<file path="src/rtl/fpu_issue_arbiter.sv">
// fpu_issue_arbiter
//   Shares one pipelined FPU datapath between two requesters. Arbitrates,
//   resolves the rounding mode at grant, drives the FPU issue port, tracks
//   in-flight operations in a {valid, src, ill} shift register sized to the
//   FPU latency, steers each result back to its requester and keeps sticky
//   exception flags {IL, OF, NX}.
//
//   Optional feature macro: FPU_ARB_RR_EN
//     defined   -> round-robin arbitration (the requester not granted last
//                  wins on contention; favours requester 0 out of reset)
//     undefined -> fixed priority, requester 0 always wins
//
// Ports
//   CLK, RST                 clock (rising edge), async active-low reset
//   reqN_valid/ready         request handshake; ready is the grant
//   reqN_a, reqN_b           operands
//   reqN_rm                  0-3 static mode, 3'b111 dynamic, 4-6 illegal
//   frm                      global dynamic rounding mode
//   flush                    kill everything in flight and pending issue
//   issue_valid/a/b/rm       FPU issue port
//   fpu_ovf, fpu_nx          FPU result flags, valid LATENCY cycles after issue
//   rsp0_valid, rsp1_valid   one-cycle response strobes
//   rsp_ovf, rsp_nx          flags of the responding operation
//   fflags, fflags_clr       sticky {IL, OF, NX} and its clear
//   busy                     anything in the issue register or pipe
module fpu_issue_arbiter #(
    parameter int LATENCY = 5,
    parameter int DW      = 32
) (
    input  logic          CLK,
    input  logic          RST,
    input  logic          req0_valid,
    output logic          req0_ready,
    input  logic [DW-1:0] req0_a,
    input  logic [DW-1:0] req0_b,
    input  logic [2:0]    req0_rm,
    input  logic          req1_valid,
    output logic          req1_ready,
    input  logic [DW-1:0] req1_a,
    input  logic [DW-1:0] req1_b,
    input  logic [2:0]    req1_rm,
    input  logic [1:0]    frm,
    input  logic          flush,
    output logic          issue_valid,
    output logic [DW-1:0] issue_a,
    output logic [DW-1:0] issue_b,
    output logic [1:0]    issue_rm,
    input  logic          fpu_ovf,
    input  logic          fpu_nx,
    output logic          rsp0_valid,
    output logic          rsp1_valid,
    output logic          rsp_ovf,
    output logic          rsp_nx,
    output logic [2:0]    fflags,
    input  logic          fflags_clr,
    output logic          busy
);

    logic          grant0;
    logic          grant1;
    logic [2:0]    sel_rm;
    logic [1:0]    res_rm;
    logic          res_ill;
    logic          iss_src;
    logic          iss_ill;
    logic [LATENCY-1:0] pipe_valid;
    logic [LATENCY-1:0] pipe_src;
    logic [LATENCY-1:0] pipe_ill;
    logic          rsp_fire;

`ifdef FPU_ARB_RR_EN
    // Requester that wins when both are valid.
    logic rr_ptr;

    always_ff @(posedge CLK or negedge RST) begin
        if (!RST) begin
            rr_ptr <= 1'b0;
        end else if (grant0 || grant1) begin
            rr_ptr <= grant0;
        end
    end
`endif

    always_comb begin
        grant0 = 1'b0;
        grant1 = 1'b0;
        if (!flush) begin
`ifdef FPU_ARB_RR_EN
            if (req0_valid && req1_valid) begin
                grant0 = ~rr_ptr;
                grant1 = rr_ptr;
            end else begin
                grant0 = req0_valid;
                grant1 = req1_valid;
            end
`else
            grant0 = req0_valid;
            grant1 = req1_valid & ~req0_valid;
`endif
        end
    end

    assign req0_ready = grant0;
    assign req1_ready = grant1;

    // Rounding-mode resolution for whichever requester is granted.
    assign sel_rm = grant1 ? req1_rm : req0_rm;

    always_comb begin
        res_rm  = sel_rm[1:0];
        res_ill = 1'b0;
        if (sel_rm == 3'b111) begin
            res_rm = frm;
        end else if (sel_rm[2]) begin
            res_rm  = 2'b00;
            res_ill = 1'b1;
        end
    end

    // Issue register. flush forces both grants low, so it empties itself.
    always_ff @(posedge CLK or negedge RST) begin
        if (!RST) begin
            issue_valid <= 1'b0;
            issue_a     <= '0;
            issue_b     <= '0;
            issue_rm    <= '0;
            iss_src     <= 1'b0;
            iss_ill     <= 1'b0;
        end else begin
            issue_valid <= grant0 | grant1;
            if (grant0 || grant1) begin
                issue_a  <= grant1 ? req1_a : req0_a;
                issue_b  <= grant1 ? req1_b : req0_b;
                issue_rm <= res_rm;
                iss_src  <= grant1;
                iss_ill  <= res_ill;
            end
        end
    end

    // In-flight pipe; the last entry lines up with the FPU result cycle.
    always_ff @(posedge CLK or negedge RST) begin
        if (!RST) begin
            pipe_valid <= '0;
            pipe_src   <= '0;
            pipe_ill   <= '0;
        end else begin
            pipe_valid[0] <= issue_valid & ~flush;
            pipe_src[0]   <= iss_src;
            pipe_ill[0]   <= iss_ill;
            for (int unsigned i = 1; i < LATENCY; i++) begin
                pipe_valid[i] <= pipe_valid[i-1] & ~flush;
                pipe_src[i]   <= pipe_src[i-1];
                pipe_ill[i]   <= pipe_ill[i-1];
            end
        end
    end

    // A result arriving in the flush cycle belongs to a killed operation.
    assign rsp_fire = pipe_valid[LATENCY-1] & ~flush;

    always_ff @(posedge CLK or negedge RST) begin
        if (!RST) begin
            rsp0_valid <= 1'b0;
            rsp1_valid <= 1'b0;
            rsp_ovf    <= 1'b0;
            rsp_nx     <= 1'b0;
            fflags     <= '0;
        end else begin
            rsp0_valid <= rsp_fire & ~pipe_src[LATENCY-1];
            rsp1_valid <= rsp_fire & pipe_src[LATENCY-1];
            rsp_ovf    <= rsp_fire & fpu_ovf;
            rsp_nx     <= rsp_fire & fpu_nx;
            // Clear first, then OR in this cycle's flags so a set wins.
            fflags     <= (fflags_clr ? 3'b000 : fflags) |
                          (rsp_fire ? {pipe_ill[LATENCY-1], fpu_ovf, fpu_nx} : 3'b000);
        end
    end

    assign busy = issue_valid | (|pipe_valid);

endmodule

</file>
<file path="config.mk">
export PLATFORM = sky130hd
export DESIGN_NAME = fpu_issue_arbiter
export DESIGN_NICKNAME = d
export VERILOG_FILES = /design/src/rtl/fpu_issue_arbiter.sv
export SDC_FILE = /design/constraint.sdc
export NUM_CORES = 1
export LEC_CHECK = 0
export CORE_MARGIN = 4
export CORE_UTILIZATION = 36
export DETAILED_ROUTE_END_ITERATION = 16
export GPL_TIMING_DRIVEN = 1
export PLACE_DENSITY_LB_ADDON = 0.25
export SLEW_MARGIN = 15
export SYNTH_ARGS = -nofsm -noshare
export SYNTH_HDL_FRONTEND = slang
export SYNTH_SLANG_ARGS = --single-unit
</file>
<file path="constraint.sdc">
create_clock -name CLK -period 1.9 [get_ports CLK]
set_input_delay 0.285 -clock CLK [delete_from_list [all_inputs] [get_ports CLK]]
set_output_delay 0.285 -clock CLK [all_outputs]
set_load 0.1 [all_outputs]
</file>
## Word-level counts from Yosys, hierarchy flattened

Cells that the tools add are included.

- $add $sub $neg: 0
- $mul: 0
- Divide/modulo/power cells: 0
- $lt $le $gt $ge: 0
- Equality and inequality tests: 1
- Shifts and indexed selects: 0
- Mux-type cells: 11
- Bitwise logic cells: 17
- Reductions and logical operators: 2

Operator list:

| operator | number |
|---|---|
| two-way mux 32 bit | 2 |
| bitwise AND 1 bit | 11 |
| two-way mux 3 bit | 3 |
| OR reduction 5 bit | 1 |
| two-way mux 1 bit | 4 |
| two-way mux 2 bit | 2 |
| == test 3 bit, second input constant | 1 |
| inverter 1 bit | 3 |
| bitwise OR 3 bit | 1 |
| bitwise OR 1 bit | 2 |
| logical OR 1 bit | 1 |

- Register bits: 91
- Latch bits: 0
- Bits in writable memories: 0
- Bits in read-only memories: 0
- Input port bits: 144
- Memories kept: 0

## Longest topological paths before layout

- Depth after elaboration: 6
- Gate-level depth with buffers: 6

## Worst setup path after synthesis

OpenSTA, ideal clock, no wires.

- Path type: in2reg
- Start: in req0_valid
- End: reg issue_rm[0]
- Library setup time: 0.126 ns
- Arrival: 1.869 ns
- Required time: 1.774 ns
- Setup slack: -0.095 ns
- Stages: 4
- Cells stage by stage: nor3b_4 mux2i_1 nor2b_1 a221o_1

- Word-level cells in the longest chain between the ends: 6

RTL lines:

| element | line | text |
|---|---|---|
| from (decl) | 32 | `input logic req0_valid,` |
| inverter 1 bit | 98 | `grant1 = req1_valid & ~req0_valid;` |
| bitwise AND 1 bit | 98 |  |
| two-way mux 1 bit | 87 | `if (!flush) begin` |
| two-way mux 3 bit | 107 | `assign sel_rm = grant1 ? req1_rm : req0_rm;` |
| == test 3 bit or two-way mux 2 bit (tied branches) | 112, 114 |  |
| two-way mux 2 bit | 112 | `if (sel_rm == 3'b111) begin` |
| to (signal assigned) | 134 | `issue_rm <= res_rm;` |
| to (decl) | 47 | `output logic [1:0] issue_rm,` |

Parallel ways exist; a longest one is shown, timed or not.
A chain may end at the register's enable or synchronous reset.

## Final worst setup path

- Start: reg pipe_valid[1]
- End: out busy

- Word-level cells in the longest chain between the ends: 2

RTL lines:

| element | line | text |
|---|---|---|
| from (decl) | 66 | `logic [LATENCY-1:0] pipe_valid;` |
| from (signal, indexed assignment) | 152 | `pipe_valid[i] <= pipe_valid[i-1] & ~flush;` |
| OR reduction 5 bit | 180 | `assign busy = issue_valid \| (\|pipe_valid);` |
| bitwise OR 1 bit | 180 |  |
| to (decl) | 56 | `output logic busy` |

No other way between the ends.

==> run metrics <==
Top-Level Pins 221; Synth area leader dfrtp_1; vias in the first global route ~4,200; Max Freq between 0.6 and 0.7 GHz; share of synthesized registers carrying an async set or reset 1.00; Clk pwr share 0.251; Final min period about 1.6 ns; switching power between 3 and 4 mW; DIE WIDTH ~120 um; GRT Overall Usage 0.192; max_cap viols 0; Primary FF master, synth dfrtp_1; most common cell after layout, fill and taps aside clkdlybuf4s50_1; share of layout cells above drive strength 1 0.181; design area between 6000 and 7000 um^2; Pint 3.91 mW; Tcrit/Tclk final 0.867; Hold Path Class register to register; Multi-input gate area 1790 um^2; Peak VDD IR around 0.59 mV; Clock Sinks 91; clk buf depth 2; Final Util 0.586; Logic pwr share 0.409; Synth warnings 0; Area Overhead vs Synth 58.8%; Residual DRC 0; clock root cell clkbuf_16; Mapped Nets 566; htree depth 3; number of diodes 0; antenna violations before repair 0; Post-CTS Repair Setup Buffers 0; Sequential Power Share 0.340; critical path class register to primary output; synthesized flop and latch total 91; worst endpoint required time 1.62 ns; final hold vios 0; final hold slack 0.349 ns; DPL Wire Length ~9600 um; GPL Wtd Cong about 0.81; Worst-Skew Late Latency approximately 0.33 ns; WL final 13,400 um; DR pass1 iterations 5; fin nets between 700 and 800; initial core utilization 0.369; Vias 4,071; register area ~2300 um^2; Slew Viols, Final 0; Critical Path Start Type register; post-route antenna net violation count 0; worst slew pin tran between 0.4 and 0.5 ns; most frequent cells in the layout clkdlybuf4s50_1, dfrtp_1, buf_4; Die Span Y approximately 120 um; clk_skew 0.00492 ns; RSZ-0062 raised after global routing no; worst-path fanout max 2; FILL cells 1,017; Clock transition at path regs around 0.070 ns; Lkg Pwr 2.85 nW; pwr dens about 1000 nW/um^2; Mapped Cells approximately 420; status completed; Crit. End Element primary output; Final setup viols 0; Avg Cell Area, Syn ~10 um^2; die area roughly 14,000 um^2; Vias/cell 5.23; Yosys cell types 28; initial drt markers around 230; # rows 39; number of synthesized flops with an enable pin 0; cts bufs inserted 9; core area 11,500 um^2; Slew HR 0.683; DR WL/cell between 15 and 20 um; Mapped Area 4230 um^2; sw frac 0.435; first-pass GRT wire length a little over 20,000 um; grt ovf 0; top cells by area, synth dfrtp_1, a22oi_1, nor2b_1, a21oi_1, o21ai_0; Data arrival, critical path around 1.4 ns; CTS tree done; maximum number of pins on one net before global-route repair 75; placed instance area about 6400 um^2; post-synthesis sequential area ratio 0.538; Yosys top cell area share 0.538; port bufs 220; Final Power about 7 mW
[critical path, cell delays in order (launching register included)]
cell and delay (ns):
dfrtp_1 0.38, nor4_1 0.35, nand2_2 0.12, buf_12 0.18
[layer usage]
layer,vias up,global-route usage,wire (um)
met5,-,0,0
met4,0,0.0789,299
met3,24,0.0451,974
met2,170,0.338,6860
met1,1942,0.225,5290
li1,1935,-,-
[flip-flops by register name, summed over array words and instances, names as in the netlist]
signal	cells
issue_a	32
issue_b	32
pipe_ill	5
pipe_src	5
pipe_valid	5
fflags	3
issue_rm	2
iss_ill	1
iss_src	1
issue_valid	1
rsp0_valid	1
rsp1_valid	1
rsp_nx	1
rsp_ovf	1
[power by group through the flow]
stage / clock network, mW / registers (mW) / logic, mW
floorplan: 0 / 3.84 / 0.493
global placement: 0 / 2.38 / 2.82
detailed placement: 0 / 2.39 / 2.85
CTS: 1.79 / 2.36 / 2.85
global route: 1.87 / 2.39 / 2.96
finish: 1.74 / 2.36 / 2.83
[timing repair]
| item | CTS | global route |
|---|---|---|
| endpoints found under the hold margin | 30 | 0 |
| resized for setup | 0 | 0 |
| hold buffers | 1 | 0 |
[worst paths after layout]
| check | startpoint | end | slack, ns | cells past startpoint |
|---|---|---|---|---|
| setup / recovery | pipe_valid[1]$_DFF_PN0_ | busy | 0.25 | 3 |
| hold / removal | pipe_src[3]$_DFF_PN0_ | pipe_src[4]$_DFF_PN0_ | 0.35 | 0 |
| setup reg to reg | pipe_valid[4]$_DFF_PN0_ | fflags[0]$_DFF_PN0_ | 0.91 | 3 |
| max in group asynchronous | RST | issue_b[5]$_DFFE_PN0P_ | 0.80 | 3 |
| hold reg to reg | pipe_src[3]$_DFF_PN0_ | pipe_src[4]$_DFF_PN0_ | 0.35 | 0 |
| min in group asynchronous | RST | issue_a[13]$_DFFE_PN0P_ | 0.42 | 2 |
[area by class of cell]
class                      count  area share
multi-input combinational    293       0.266
clock inverter                 7     0.00986
tap                          143      0.0266
sequential                    91       0.339
clock buffer                   9      0.0335
timing repair buffer         233       0.324
inverter                       2     0.00112
[cells by family (layout without fill, tap and decap cells)]
group | after synthesis | count (layout) | synth area share
simple gates | 90 | 90 | 0.133
mux | 3 | 3 | 0.00739
compound gates | 200 | 200 | 0.279
flops | 91 | 91 | 0.538
buf+inv | 38 | 251 | 0.0434
[cells in the mapped netlist (2+ instances only)]
library cell,number
a21o_1,2
a21oi_1,66
a22oi_1,64
and2_1,3
buf_2,12
buf_4,5
clkbuf_1,17
dfrtp_1,91
inv_1,2
mux2i_1,2
nand2_1,3
nor2_1,5
nor2b_1,73
o21ai_0,61
o21ai_1,3
[stage by stage]
step                      worst slack (ns)  std cells  TNS (ns)
after floorplan                    -0.0952        422    -0.151
after global placement               0.254        761         0
after detailed placement             0.195        761         0
after CTS                            0.232        778         0
after global routing                 0.158        778         0
final                                0.253        778         0
No activity file was read; power rests on OpenSTA's default activity.
